### config.mk
export PLATFORM = sky130hd
export DESIGN_NAME = mem_stage
export DESIGN_NICKNAME = d
export VERILOG_FILES = /design/src/rtl/mem_stage_pkg.sv /design/src/rtl/mem_lane_fmt.sv /design/src/rtl/mem_stage.sv
export SDC_FILE = /design/constraint.sdc
export NUM_CORES = 1
export LEC_CHECK = 0
export ABC_AREA = 1
export BUFFER_PORTS_ARGS = -buffer_cell sky130_fd_sc_hd__buf_2
export CAP_MARGIN = 20
export CORE_AREA = 3 3 151 153
export CTS_CLUSTER_DIAMETER = 40
export DETAILED_ROUTE_END_ITERATION = 12
export DIE_AREA = 0 0 154 156
export HOLD_SLACK_MARGIN = 0.05
export PLACE_DENSITY = 0.68
export SLEW_MARGIN = 20
export SYNTH_ARGS = -nofsm -noshare
export SYNTH_HDL_FRONTEND = slang
export SYNTH_HIERARCHICAL = 1
export SYNTH_SLANG_ARGS = --single-unit
### constraint.sdc
create_clock -name clk -period 2.68 [get_ports clk]
set_input_delay 0.268 -clock clk [delete_from_list [all_inputs] [get_ports clk]]
set_output_delay 0.268 -clock clk [all_outputs]
set_load 0.03 [all_outputs]
### src/rtl/mem_stage_pkg.sv
// mem_stage_pkg: shared definitions for the MEM pipeline stage.
//   - RegBus / RegAddrBus register-file widths, ZeroWord and WriteDisable.
//   - 8-bit aluop codes of the load/store instructions.
//   - mem_stage FSM state encoding (IDLE/WAIT/DONE/DRAIN).
//   - Helpers classifying aluop codes.
package mem_stage_pkg;

    typedef logic [31:0] RegBus;
    typedef logic [4:0]  RegAddrBus;

    localparam RegBus ZeroWord     = 32'h0000_0000;
    localparam logic  WriteDisable = 1'b0;

    localparam logic [7:0] EXE_LB_OP  = 8'hE0;
    localparam logic [7:0] EXE_LH_OP  = 8'hE1;
    localparam logic [7:0] EXE_LW_OP  = 8'hE3;
    localparam logic [7:0] EXE_LBU_OP = 8'hE4;
    localparam logic [7:0] EXE_LHU_OP = 8'hE5;
    localparam logic [7:0] EXE_SB_OP  = 8'hE8;
    localparam logic [7:0] EXE_SH_OP  = 8'hE9;
    localparam logic [7:0] EXE_SW_OP  = 8'hEB;

    typedef enum logic [1:0] {
        ST_IDLE  = 2'd0,
        ST_WAIT  = 2'd1,
        ST_DONE  = 2'd2,
        ST_DRAIN = 2'd3
    } mem_state_e;

    function automatic logic is_load_op(input logic [7:0] op);
        return op inside {EXE_LB_OP, EXE_LBU_OP, EXE_LH_OP, EXE_LHU_OP, EXE_LW_OP};
    endfunction

    function automatic logic is_store_op(input logic [7:0] op);
        return op inside {EXE_SB_OP, EXE_SH_OP, EXE_SW_OP};
    endfunction

    function automatic logic is_mem_op(input logic [7:0] op);
        return is_load_op(op) || is_store_op(op);
    endfunction

    // Halfword accesses need addr[0]=0, word accesses need addr[1:0]=00.
    function automatic logic is_misaligned(input logic [7:0] op, input logic [1:0] a);
        case (op)
            EXE_LH_OP, EXE_LHU_OP, EXE_SH_OP: return a[0];
            EXE_LW_OP, EXE_SW_OP:             return (a != 2'b00);
            default:                          return 1'b0;
        endcase
    endfunction

endpackage

### src/rtl/mem_lane_fmt.sv
// mem_lane_fmt: combinational byte-lane formatter for the MEM stage.
// Ports:
//   aluop_i  - load/store operation code
//   addr_i   - low two bits of the effective address
//   rt_i     - store source register
//   rdata_i  - word returned by the data bus
//   sel_o    - byte-lane enables for the bus
//   wdata_o  - store data replicated across the lanes
//   load_o   - selected lane, sign- or zero-extended to 32 bits
// BIG_ENDIAN=1 maps addr[1:0]=00 to bits [31:24]; 0 maps it to bits [7:0].
module mem_lane_fmt
    import mem_stage_pkg::*;
#(
    parameter int BIG_ENDIAN = 1
) (
    input  logic [7:0]  aluop_i,
    input  logic [1:0]  addr_i,
    input  logic [31:0] rt_i,
    input  logic [31:0] rdata_i,
    output logic [3:0]  sel_o,
    output logic [31:0] wdata_o,
    output logic [31:0] load_o
);

    logic [1:0]  byte_lane;  // physical lane index, 0 = bits [7:0]
    logic        half_hi;    // 1 = halfword lives in bits [31:16]
    logic [7:0]  byte_val;
    logic [15:0] half_val;

    always_comb begin
        byte_lane = (BIG_ENDIAN != 0) ? ~addr_i : addr_i;
        half_hi   = (BIG_ENDIAN != 0) ? ~addr_i[1] : addr_i[1];

        case (byte_lane)
            2'd0:    byte_val = rdata_i[7:0];
            2'd1:    byte_val = rdata_i[15:8];
            2'd2:    byte_val = rdata_i[23:16];
            default: byte_val = rdata_i[31:24];
        endcase
        half_val = half_hi ? rdata_i[31:16] : rdata_i[15:0];

        sel_o   = 4'b0000;
        wdata_o = ZeroWord;
        load_o  = ZeroWord;

        case (aluop_i)
            EXE_LB_OP: begin
                sel_o  = 4'b0001 << byte_lane;
                load_o = {{24{byte_val[7]}}, byte_val};
            end
            EXE_LBU_OP: begin
                sel_o  = 4'b0001 << byte_lane;
                load_o = {24'h000000, byte_val};
            end
            EXE_LH_OP: begin
                sel_o  = half_hi ? 4'b1100 : 4'b0011;
                load_o = {{16{half_val[15]}}, half_val};
            end
            EXE_LHU_OP: begin
                sel_o  = half_hi ? 4'b1100 : 4'b0011;
                load_o = {16'h0000, half_val};
            end
            EXE_LW_OP: begin
                sel_o  = 4'b1111;
                load_o = rdata_i;
            end
            EXE_SB_OP: begin
                sel_o   = 4'b0001 << byte_lane;
                wdata_o = {4{rt_i[7:0]}};
            end
            EXE_SH_OP: begin
                sel_o   = half_hi ? 4'b1100 : 4'b0011;
                wdata_o = {2{rt_i[15:0]}};
            end
            EXE_SW_OP: begin
                sel_o   = 4'b1111;
                wdata_o = rt_i;
            end
            default: ;
        endcase
    end

endmodule

### src/rtl/mem_stage.sv
// mem_stage: MEM stage of the 5-stage MIPS core, between ex_mem and mem_wb.
// Non-memory instructions pass straight through. Loads/stores run a req/ack
// transaction on the data bus and hold the pipeline through stallreq_o.
// Ports:
//   clk, rst            - clock, synchronous active-high reset
//   flush_i             - pipeline flush from ctrl
//   mem_*_i             - instruction bundle from ex_mem
//   wd_o..whilo_o       - write-back bundle latched by mem_wb
//   stallreq_o          - stall request to ctrl
//   dbg_state_o         - current FSM state (mem_state_e encoding)
//   dbus_*              - data bus; dbus_ack is a one-cycle completion strobe
//   excpt_misalign_o    - misaligned access flag (only with MEM_ALIGN_CHECK_EN)
// Bus handshake: dbus_req rises the cycle after a load/store is seen in IDLE
// and stays high with we/addr/sel/wdata stable until the cycle in which
// dbus_ack=1; that cycle completes the transfer and dbus_req drops on the
// following edge. dbus_ack while dbus_req=0 is ignored.
// Optional build macro: MEM_ALIGN_CHECK_EN adds excpt_misalign_o.
module mem_stage
    import mem_stage_pkg::*;
#(
    parameter int ADDR_W     = 32,
    parameter int BIG_ENDIAN = 1
) (
    input  logic              clk,
    input  logic              rst,
    input  logic              flush_i,
    input  logic [7:0]        mem_aluop_i,
    input  logic [31:0]       mem_addr_i,
    input  logic [31:0]       mem_reg2_i,
    input  logic [4:0]        mem_wd_i,
    input  logic              mem_wreg_i,
    input  logic [31:0]       mem_wdata_i,
    input  logic [31:0]       mem_hi_i,
    input  logic [31:0]       mem_lo_i,
    input  logic              mem_whilo_i,
    output logic [4:0]        wd_o,
    output logic              wreg_o,
    output logic [31:0]       wdata_o,
    output logic [31:0]       hi_o,
    output logic [31:0]       lo_o,
    output logic              whilo_o,
    output logic              stallreq_o,
    output logic [1:0]        dbg_state_o,
    output logic              dbus_req,
    output logic              dbus_we,
    output logic [ADDR_W-1:0] dbus_addr,
    output logic [3:0]        dbus_sel,
    output logic [31:0]       dbus_wdata,
    input  logic              dbus_ack,
    input  logic [31:0]       dbus_rdata
`ifdef MEM_ALIGN_CHECK_EN
    ,
    output logic              excpt_misalign_o
`endif
);

    mem_state_e        state_q, state_d;
    logic [31:0]       rdata_q, rdata_d;
    logic              req_q, req_d;
    logic              we_q, we_d;
    logic [ADDR_W-1:0] addr_q, addr_d;
    logic [3:0]        sel_q, sel_d;
    logic [31:0]       wdata_q, wdata_d;

    logic [3:0]        fmt_sel;
    logic [31:0]       fmt_wdata;
    logic [31:0]       fmt_load;
    logic              misalign_w;
    logic              mem_op_w;
    logic              load_op_w;

    // The formatter serves both directions: at issue it uses the live rt and
    // address; in DONE the address is still held by ex_mem, so the same
    // instance extracts the lane from the captured read word.
    mem_lane_fmt #(
        .BIG_ENDIAN (BIG_ENDIAN)
    ) u_lane_fmt (
        .aluop_i (mem_aluop_i),
        .addr_i  (mem_addr_i[1:0]),
        .rt_i    (mem_reg2_i),
        .rdata_i (rdata_q),
        .sel_o   (fmt_sel),
        .wdata_o (fmt_wdata),
        .load_o  (fmt_load)
    );

    assign mem_op_w  = is_mem_op(mem_aluop_i);
    assign load_op_w = is_load_op(mem_aluop_i);

`ifdef MEM_ALIGN_CHECK_EN
    assign misalign_w = is_misaligned(mem_aluop_i, mem_addr_i[1:0]);
`else
    assign misalign_w = 1'b0;
`endif

    always_ff @(posedge clk) begin
        if (rst) begin
            state_q <= ST_IDLE;
            rdata_q <= ZeroWord;
            req_q   <= 1'b0;
            we_q    <= 1'b0;
            addr_q  <= '0;
            sel_q   <= 4'b0000;
            wdata_q <= ZeroWord;
        end else begin
            state_q <= state_d;
            rdata_q <= rdata_d;
            req_q   <= req_d;
            we_q    <= we_d;
            addr_q  <= addr_d;
            sel_q   <= sel_d;
            wdata_q <= wdata_d;
        end
    end

    always_comb begin
        state_d    = state_q;
        rdata_d    = rdata_q;
        req_d      = req_q;
        we_d       = we_q;
        addr_d     = addr_q;
        sel_d      = sel_q;
        wdata_d    = wdata_q;
        wd_o       = mem_wd_i;
        wreg_o     = mem_wreg_i;
        wdata_o    = mem_wdata_i;
        hi_o       = mem_hi_i;
        lo_o       = mem_lo_i;
        whilo_o    = mem_whilo_i;
        stallreq_o = 1'b0;
`ifdef MEM_ALIGN_CHECK_EN
        excpt_misalign_o = 1'b0;
`endif

        case (state_q)
            ST_IDLE: begin
                if (flush_i) begin
                    wreg_o  = WriteDisable;
                    whilo_o = WriteDisable;
                end else if (mem_op_w) begin
                    // mem_wb gets a bubble while the transfer is in flight.
                    wreg_o  = WriteDisable;
                    whilo_o = WriteDisable;
                    if (misalign_w) begin
`ifdef MEM_ALIGN_CHECK_EN
                        excpt_misalign_o = 1'b1;
`endif
                    end else begin
                        stallreq_o = 1'b1;
                        req_d      = 1'b1;
                        we_d       = is_store_op(mem_aluop_i);
                        addr_d     = {mem_addr_i[ADDR_W-1:2], 2'b00};
                        sel_d      = fmt_sel;
                        wdata_d    = fmt_wdata;
                        state_d    = ST_WAIT;
                    end
                end
            end

            ST_WAIT: begin
                stallreq_o = 1'b1;
                wreg_o     = WriteDisable;
                whilo_o    = WriteDisable;
                if (dbus_ack) begin
                    req_d   = 1'b0;
                    we_d    = 1'b0;
                    addr_d  = '0;
                    sel_d   = 4'b0000;
                    wdata_d = ZeroWord;
                    // A flush racing the ack drops the data and skips DONE.
                    if (flush_i) begin
                        state_d = ST_IDLE;
                    end else begin
                        rdata_d = dbus_rdata;
                        state_d = ST_DONE;
                    end
                end else if (flush_i) begin
                    state_d = ST_DRAIN;
                end
            end

            ST_DONE: begin
                whilo_o = WriteDisable;
                if (flush_i || !load_op_w) begin
                    wreg_o = WriteDisable;
                end else begin
                    wdata_o = fmt_load;
                end
                state_d = ST_IDLE;
            end

            ST_DRAIN: begin
                // The bus cannot abort a request; wait out the ack and drop it.
                stallreq_o = 1'b1;
                wreg_o     = WriteDisable;
                whilo_o    = WriteDisable;
                if (dbus_ack) begin
                    req_d   = 1'b0;
                    we_d    = 1'b0;
                    addr_d  = '0;
                    sel_d   = 4'b0000;
                    wdata_d = ZeroWord;
                    state_d = ST_IDLE;
                end
            end

            default: state_d = ST_IDLE;
        endcase

        if (rst) begin
            wd_o       = '0;
            wreg_o     = WriteDisable;
            wdata_o    = ZeroWord;
            hi_o       = ZeroWord;
            lo_o       = ZeroWord;
            whilo_o    = WriteDisable;
            stallreq_o = 1'b0;
`ifdef MEM_ALIGN_CHECK_EN
            excpt_misalign_o = 1'b0;
`endif
        end
    end

    assign dbg_state_o = rst ? ST_IDLE : state_q;
    assign dbus_req    = rst ? 1'b0 : req_q;
    assign dbus_we     = rst ? 1'b0 : we_q;
    assign dbus_addr   = rst ? '0 : addr_q;
    assign dbus_sel    = rst ? 4'b0000 : sel_q;
    assign dbus_wdata  = rst ? ZeroWord : wdata_q;

endmodule

==> flow_metrics.py <==
metrics = {
    "routing": {
        "via_per_inst": 4.59,
        "num_vias": 8433,
        "drc": 0,
        "ant_nets": 0,
        "wl_per_cell_um": 14.7,
        "drt_first_pass_iters": 5,
        "drt_iter0_drc": 719,
        "drt_wl_total_um": 27000,
    },
    "sta": {
        "hold-worst-slack_ps": 108,
        "period_minus_slack_ps": 2360,
        "fmax_ghz": 0.424,
        "worst_slew_pin_slew_ps": 1050,
        "rsz0062_at_grt": "false",
        "fin_skew_ps": 8.28,
        "fin_crit_sh_pct": 88.1,
        "slew_headroom_pct": 29.7,
        "final_max_slew_viol_count": 0,
        "tns_ps": 0,
        "finalSetupViolations": 0,
        "finalHoldViolCount": 0,
    },
    "critical_path": {
        "crit_type": "reg2out",
        "r2r_end": "rdata_q[0]",
        "cp_max_fo": 24,
        "reg2reg_depth": 5,
        "crit_chain": "inv_2, nor3_1, nand2_2, inv_2, buf_4, nor2_1, nor2_1, buf_2",
        "crit_family": "buffers and inverters",
        "cp-start-kind": "flip-flop",
        "cpPeakStageDelay_ps": 440,
        "cp-end-kind": "output pin",
        "path_buf_inv": 4,
        "ff2ff_setup_slack_ps": 990,
        "cpMaxStageDelayCell": "dfxtp_1",
        "crit_arrival_ps": 2090,
        "required_ps": 2410,
        "worstReg2RegStart": "state_q[0]",
    },
    "outcome": {
        "status": "finished, final reports clean",
    },
    "yosys": {
        "synthFlopType": "dfxtp_1",
        "netlist_instances": 1214,
        "yosysMostFrequentCell": "nor2_1",
        "yosysWarnings": 6,
        "synth_top_cell_by_area": "dfxtp_1",
        "synth_edf_count": 0,
        "synth_top_area_share_pct": 30.3,
        "syn_area_per_cell_sq_um": 5.56,
        "yosys-top-cells-area": "dfxtp_1 (30%), nor2_1 (18%), nand2_1 (16%), nand3_1 (11%), inv_1 (9.5%)",
        "syn_area_sq_um": 6740,
        "synth-seq-area-share_pct": 30.3,
        "synthTopCellsByCount": "nor2_1 (315), nand2_1 (292), inv_1 (171), nand3_1 (144), dfxtp_1 (102)",
        "synthArstFlopShare_pct": 0,
        "yosysUniqueCellTypes": 28,
        "ys_ff_latch": 102,
    },
    "clocking": {
        "post_cts_buffers": 0,
        "clk_latency_ps": 360,
        "cts_buffer_depth": 2,
        "clk_pin_slew_ps": 70,
        "root_buffer": "clkbuf_16",
        "cts_tree": "built",
        "numClockSinks": 102,
        "ctsHtreeMaxLevel": 3,
        "cts_hold_buf": 0,
        "cts-resized-gates": 0,
        "cts_buffers": 9,
    },
    "power_and_ir_drop": {
        "power_density_nw_per_um2": 408,
        "p_leak_nw": 5.41,
        "peakVddDrop_mv": 0.240,
    },
    "global_routing": {
        "grt.total_usage_pct": 20.9,
        "grt_max_degree": 109,
        "first_global_vias": 7655,
        "grt_overflow_total": 0,
        "antenna_found_initial": 2,
        "grt_pass1_wl_um": 40200,
    },
    "worst_hold_path": {
        "hold_class": "in2reg",
        "holdPathEnd": "addr_q[30]",
        "hold-path-cell-count": 3,
        "min_from": "mem_addr_i[30]",
    },
    "die": {
        "fp.dieH_um": 156,
        "dieArea_sq_um": 24000,
        "ios": 387,
        "start_util_pct": 31.1,
        "core_region_area_sq_um": 21700,
        "die_w_um": 154,
        "row_count": 54,
    },
    "placement": {
        "dp.final_hpwl_um": 20800,
        "io_buffers": 384,
        "dpl_cell_area_sq_um": 8770,
        "globalplace.congestion": 0.902,
        "dp_cells": 1821,
    },
    "layout": {
        "fin_cells": 1837,
        "final-seq-area_sq_um": 2040,
        "multi_input_area_sq_um": 3670,
        "layout-drive-gt1-share_pct": 28.6,
        "diodes": 0,
        "area_growth_pct": 35.0,
        "nets": 1763,
        "design_area_sq_um": 9100,
        "nFillCells": 2415,
    },
    "run": {
        "cap_violations": 0,
    },
}
-- registers in the layout, indices dropped and copies added (netlist names) --
signal and flops:
sel_q 4, rdata_q 32, wdata_q 32, req_q 1, addr_q 30, state_q 2, we_q 1
-- layout make-up --
type                    instances  area share, %
clock buffers                  10           2.63
repair buffers                398           22.4
flip-flops and latches        102           22.4
well taps                     280           3.85
inverters                     178           7.34
multi-input cells             863           40.3
clock inverters                 6           1.02
-- worst max path at each step --
stage,from,end,slack [ps],cells after the start
5_1_grt,state_q[1],wdata_o[15],90,8
4_1_cts,state_q[1],wdata_o[15],280,8
6_report,state_q[1],wdata_o[15],320,8
2_1_floorplan,mem_aluop_i[6],wdata_o[9],870,8
3_5_place_dp,mem_addr_i[1],wdata_o[22],440,9
3_3_place_gp,mem_aluop_i[1],wdata_o[8],450,9
-- worst reg2reg max path, stage by stage (launching register included) --
cell     delay, ps
dfxtp_1        480
nand2_2        120
nor3_4         150
inv_1          460
nor2_1         320
nor2_1          70
-- through the flow --
stage	worst slack (ps)	utilization, %	total power [mW]
6_report	320	42.0	3.71
5_1_grt	91.3	42.0	3.88
4_1_cts	277	42.0	3.77
3_5_place_dp	435	40.4	2.26
3_3_place_gp	450	40.4	2.25
2_1_floorplan	871	-	1.96
-- power by group --
part	switching [mW]	internal, mW
clock network	0.641	0.854
logic	0.450	0.235
registers	0.0101	1.53
-- layer usage --
metal	track usage, %	up-vias	routed length, um	share of wire [%]
li1	-	4348	-	-
met1	22.3	3698	9860	36
met2	40.2	345	14300	53
met3	4.33	42	2090	7.7
met4	7.57	0	768	2.8
met5	0	-	0	0
-- cell usage in the layout, fill, tap and decap left out, drive strengths merged --
cell,n
o21ai,71
clkbuf,10
dfxtp,102
bufinv,2
a21oi,3
nor2,323
nor3,6
conb,2
nand2,299
nand3,146
o21a,1
inv,180
buf,398
clkinv,1
or2,2
clkinvlp,1
nand4,10
-- cells by family after synthesis --
| family | count (synthesis) | synth area share (%) |
|---|---|---|
| DFF | 102 | 30.3 |
| AOI/OAI and AO/OA | 75 | 5.66 |
| buffers and inverters | 250 | 15.5 |
| and+or+nand+nor | 786 | 48.5 |
| other | 1 | 0.0556 |
Power figures use the tool's default switching activity.
